[config.mk]
export PLATFORM = sky130hd
export DESIGN_NAME = adder_stage4_2_accum
export DESIGN_NICKNAME = d
export VERILOG_FILES = /design/src/rtl/adder_stage4_2_accum.sv
export SDC_FILE = /design/constraint.sdc
export NUM_CORES = 1
export LEC_CHECK = 0
export CAP_MARGIN = 20
export CORE_ASPECT_RATIO = 0.5
export CORE_MARGIN = 2
export CORE_UTILIZATION = 47
export CTS_BUF_LIST = sky130_fd_sc_hd__clkbuf_16
export DETAILED_ROUTE_END_ITERATION = 6
export PLACE_DENSITY = 0.71
export SYNTH_ARGS = -nofsm -noshare
export SYNTH_HDL_FRONTEND = slang
export SYNTH_SLANG_ARGS = --single-unit
[constraint.sdc]
create_clock -name clk -period 7.6 [get_ports clk]
set_clock_uncertainty 0.15 [all_clocks]
set_input_delay 2.28 -clock clk [delete_from_list [all_inputs] [get_ports clk]]
set_output_delay 2.28 -clock clk [all_outputs]
set_load 0.01 [all_outputs]
[src/rtl/adder_stage4_2_accum.sv]
// Layer-2 channel accumulation stage: sums NUM_TERMS stage-3 partial sums, adds bias,
// applies ReLU and saturation, and holds the result on a valid/ready output register.
module adder_stage4_2_accum #(
    parameter int unsigned NUM_TERMS = 6,
    parameter int unsigned IN_W      = 15,
    parameter int unsigned OUT_W     = 16
) (
    input  logic             clk,
    input  logic             reset,
    input  logic [IN_W-1:0]  in_data,
    input  logic             in_valid,
    input  logic             flush,
    input  logic [OUT_W-1:0] bias,
    output logic [OUT_W-1:0] out_data,
    output logic             out_valid,
    input  logic             out_ready,
    output logic             overrun,
    output logic             busy
);

    localparam int unsigned AccW = 20;
    localparam int unsigned CntW = (NUM_TERMS > 2) ? $clog2(NUM_TERMS) : 1;
    localparam logic [CntW-1:0] LastCnt = CntW'(NUM_TERMS - 1);
    localparam logic signed [AccW-1:0] MaxOut = AccW'((2 ** (OUT_W - 1)) - 1);

    typedef enum logic [0:0] {
        StIdle,
        StAccum
    } state_e;

    state_e                 state_q, state_d;
    logic [CntW-1:0]        cnt_q, cnt_d;
    logic signed [AccW-1:0] acc_q, acc_d;
    logic [OUT_W-1:0]       out_data_q, out_data_d;
    logic                   out_valid_q, out_valid_d;
    logic                   overrun_q, overrun_d;

    logic signed [AccW-1:0] in_ext;
    logic signed [AccW-1:0] bias_ext;
    logic signed [AccW-1:0] acc_plus_in;
    logic signed [AccW-1:0] sum_last;
    logic [OUT_W-1:0]       result;
    logic                   take;
    logic                   is_last;
    logic                   complete;
    logic                   accept;

    assign in_ext      = {{(AccW - IN_W){in_data[IN_W-1]}}, in_data};
    assign bias_ext    = {{(AccW - OUT_W){bias[OUT_W-1]}}, bias};
    assign acc_plus_in = acc_q + in_ext;
    // 16 terms of 15 bits plus a 16-bit bias stays well inside 20 signed bits.
    assign sum_last    = acc_plus_in + bias_ext;

    assign take     = in_valid & ~flush;
    assign is_last  = (state_q == StAccum) && (cnt_q == LastCnt);
    assign complete = take & is_last;
    assign accept   = out_valid_q & out_ready;

    always_comb begin
        result = '0;
        if (sum_last[AccW-1]) begin
            result = '0;
        end else if (sum_last > MaxOut) begin
            result = MaxOut[OUT_W-1:0];
        end else begin
            result = sum_last[OUT_W-1:0];
        end
    end

    always_comb begin
        state_d = state_q;
        cnt_d   = cnt_q;
        acc_d   = acc_q;
        if (flush) begin
            state_d = StIdle;
            cnt_d   = '0;
            acc_d   = '0;
        end else if (in_valid) begin
            unique case (state_q)
                StIdle: begin
                    state_d = StAccum;
                    cnt_d   = CntW'(1);
                    acc_d   = in_ext;
                end
                StAccum: begin
                    if (is_last) begin
                        state_d = StIdle;
                        cnt_d   = '0;
                        acc_d   = '0;
                    end else begin
                        cnt_d = cnt_q + CntW'(1);
                        acc_d = acc_plus_in;
                    end
                end
                default: begin
                    state_d = StIdle;
                    cnt_d   = '0;
                    acc_d   = '0;
                end
            endcase
        end
    end

    // A completion coinciding with an accept is a back-to-back transfer, not a drop.
    always_comb begin
        out_data_d  = out_data_q;
        out_valid_d = out_valid_q;
        overrun_d   = overrun_q;
        if (complete && (!out_valid_q || accept)) begin
            out_data_d  = result;
            out_valid_d = 1'b1;
        end else if (complete) begin
            overrun_d = 1'b1;
        end else if (accept) begin
            out_valid_d = 1'b0;
        end
    end

    always_ff @(posedge clk) begin
        if (reset) begin
            state_q     <= StIdle;
            cnt_q       <= '0;
            acc_q       <= '0;
            out_data_q  <= '0;
            out_valid_q <= 1'b0;
            overrun_q   <= 1'b0;
        end else begin
            state_q     <= state_d;
            cnt_q       <= cnt_d;
            acc_q       <= acc_d;
            out_data_q  <= out_data_d;
            out_valid_q <= out_valid_d;
            overrun_q   <= overrun_d;
        end
    end

    assign out_data  = out_data_q;
    assign out_valid = out_valid_q;
    assign overrun   = overrun_q;
    assign busy      = (cnt_q != '0);

    hold_until_accepted: assert property (@(posedge clk) disable iff (reset)
        (out_valid && !out_ready) |=> (out_valid && $stable(out_data)));

    overrun_sticky: assert property (@(posedge clk) disable iff (reset)
        overrun |=> overrun);

endmodule

==> run summary <==
status: finished, final reports clean
Max Freq: 139.3 MHz
post-CTS sizing: 0
Cells after DPL: 601
required arrival time at the worst endpoint: 7.56 ns
reg-to-reg setup timing slack: 2.55 ns
final setup TNS: 0 ns
Worst Reg2Reg Path Length in Cells: 17
Max Used Layer: met4
count of synthesis-stage warnings from yosys: 0
Clock Latency Late Sink: 0.29 ns
path class of the lowest-slack min-delay path: flip-flop to flip-flop
vias in the first global route: 3,004
RSZ-0062 raised after global routing: false
power per unit of standard cell area: 172.5 nW/um^2
routed metal-1 wire length: 4.460 mm
max incr delay on CP: 0.87 ns
count of antenna-violating nets left after detailed routing: 0
horizontal die dimension: 127.4 um
count of mapped cells out of synthesis: 465
CTS root buf: clkbuf_16
area of the core region: 7350 sq um
synthesized area: 3576 sq um
area of the die: 8365 sq um
launching element of the worst setup path: in_data[0]
number of buffers added on ports: 54
floorplan die height: 65.68 um
Relative slew margins: 0.2778
arrival time of the worst setup path: 7.14 ns
weighted congestion reported at the end of routability-driven placement: 0.9410
proportion of synthesized flip-flops having asynchronous set or reset: 0
worst reg2reg startpoint: acc_q[0]$_SDFFE_PP0P_
total global-route track usage: 0.2075
average wire per standard cell: 13.93 um
critical path launch point type: input pin
Detailed Route Iter0 Violations: 218
total of flip-flops plus latches after synthesis: 42
area share of the leading cell type in the synthesized netlist: 0.2351
worst-margin pin slew: 1.080 ns
leading area contributor after synthesis: dfxtp_1
worst-path fanout max: 13
static leakage: 0.001724 uW
Final Worst Setup Slack: 0.4221 ns
CTS H-tree depth: 2
total met3 wirelength after detailed routing: 358 um
hold path cells: 2
antenna diode instance count: 0
number of nets produced by synthesis: 545
series of cell instances along the critical path: clkdlybuf4s50_1 -> ha_1 -> fa_1 -> a211oi_1 -> nor3b_1 -> nor2b_1 -> o21bai_1 -> a21oi_1 -> xnor2_1 -> ha_1 -> a21oi_1 -> o21ai_0 -> a211oi_2 -> o21ai_0 -> a21oi_1 -> xnor2_1 -> xor2_1 -> a2111oi_0
Worst Hold Path EP: out_data[8]$_SDFFE_PP0P_
number of buffers created by CTS: 5
kind of critical path: input pin to flip-flop
period utilization: 0.9445
drt drc: 0
vias: 3,367
count of hold buffers inserted by post-cts repair: 0
capture point of the worst reg-to-reg path: out_data[9]$_SDFFE_PP0P_
count of standard-cell rows: 22
most frequent cell after synthesis: nor2_1
Post-synth top cells: nor2_1, a21oi_1, dfxtp_1, ha_1, o21ai_0
Slew Limit Fails: 0
ratio of routed vias to standard cells: 5.529
syn avg cell area: 7.690 sq um
number of antenna violations at the first check in global routing: 0
final worst path period need: 7.178 ns
clock tree from TritonCTS: done
distinct cell type count after synthesis: 46
post-CTS setup buffers: 0
total number of clock tree sinks: 42
WL met2: 3.614 mm
initial core utilization: 0.4866
kind of capture point of the worst setup path: flip-flop
layout-stage area growth over the synthesis result: 21.76%
Finished Layout Cells: 609
hold violation total from the final report: 0
NumNets Final: 592
VDD IR-drop max: 0.08680 mV
number of max-cap violations: 0
global-route wire length before repair: 13.99 mm
final core occ: 0.5924
Bufs on Longest Clock Path: 2
Post-Place Worst Slack: 0.2294 ns
final WL: 8.486 mm
pin count of the biggest net entering global routing: 44
number of flops mapped to enable cells by yosys: 0
CP max-delay cell: xor2_1
share of layout cells above drive strength 1: 0.04094
GR Overflow Total: 0
Boundary Pins: 55
final total power: 751.1 uW
share of synthesized area occupied by flip-flops and latches: 0.2351
number of search-and-repair iterations in the first detailed-routing pass: 4
Reg clk slew, reported paths: 0.06 ns
startpoint of the lowest-slack hold path: out_data[8]$_SDFFE_PP0P_
top_reg_cell synth: dfxtp_1
dominant cells by area after synthesis: dfxtp_1, ha_1, a21oi_1
most common cell type on the critical path: a21oi_1
Final setup viols: 0
total half-perimeter wirelength after legalization and detailed placement: 6.544 mm
[state kept, by name, indices dropped and copies added, names as in the netlist]
| signal | flops |
|---|---|
| cnt_q | 3 |
| out_data | 16 |
| acc_q | 20 |
| overrun | 1 |
| out_valid | 1 |
| state_q | 1 |
[power by group]
part           internal [uW]  switching (uW)
Sequential               225            4.38
Combinational            119             156
Clock                    154            92.4
Total                    498             253
[layout make-up]
type / instances / area, sq um
clock buffer: 5 / 125.1
clock inverter: 3 / 41.29
fill: 676 / 2995
inverter: 14 / 52.55
multi-input combinational: 391 / 2604
sequential: 42 / 840.8
tap: 96 / 120.1
timing repair buffer: 58 / 570.5
[metrics by stage]
step | hold WS, ns | area, sq um
final | 0.3052 | 4354
after global routing | 0.3270 | 4354
after CTS | 0.3073 | 4354
after detailed placement | 0.2933 | 4188
after global placement | 0.2866 | 4188
after floorplan | 0.3125 | 3576
[worst max path at each step]
stage               slack [ns]                         to  cells after the start
floorplan                 1.48  out_data[11]$_SDFFE_PP0P_                     18
CTS                       0.51   out_data[9]$_SDFFE_PP0P_                     18
global placement          0.37   out_data[6]$_SDFFE_PP0P_                     18
finish                    0.42   out_data[9]$_SDFFE_PP0P_                     18
global route              0.08   out_data[9]$_SDFFE_PP0P_                     18
detailed placement        0.23   out_data[9]$_SDFFE_PP0P_                     18
[kinds of logic after synthesis]
logic type	after synthesis	share of synthesized area
and+or+nand+nor	160	0.2099
AOI/OAI and AO/OA	158	0.2883
adders and majority gates	44	0.1582
DFF	42	0.2351
buffers and inverters	32	0.03674
xor gates and xnor gates	28	0.06858
muxes	1	0.003149
[metal layers]
layer / track usage / vias up
met2: 0.3255 / 52
met5: 0 / -
li1: - / 1803
met1: 0.2964 / 1507
met3: 0.04153 / 5
met4: 0.04121 / 0
[critical path: cells and delay by family]
family	cells	cell delay, ns
fa+ha+maj	3	1.00
compound gates	9	1.86
simple gates	2	0.35
buf+inv	1	0.42
xor+xnor	3	1.22
[placed cells by master, fill, tap and decap left out, types with 4 or more instances in the layout]
cell type / count
a211oi_1: 16
a21o_1: 10
a21oi_1: 57
a31oi_1: 5
and3_1: 4
buf_4: 4
clkbuf_16: 5
clkdlybuf4s50_1: 54
dfxtp_1: 42
ha_1: 42
inv_1: 15
nand2_1: 27
nand2b_1: 9
nand3_1: 6
nand4_1: 4
nor2_1: 64
nor2b_1: 17
nor3_1: 15
o211ai_1: 4
o21a_1: 4
o21ai_0: 29
o41ai_1: 8
or3_1: 4
xnor2_1: 19
xor2_1: 9
No activity file was read; power rests on OpenSTA's default activity.
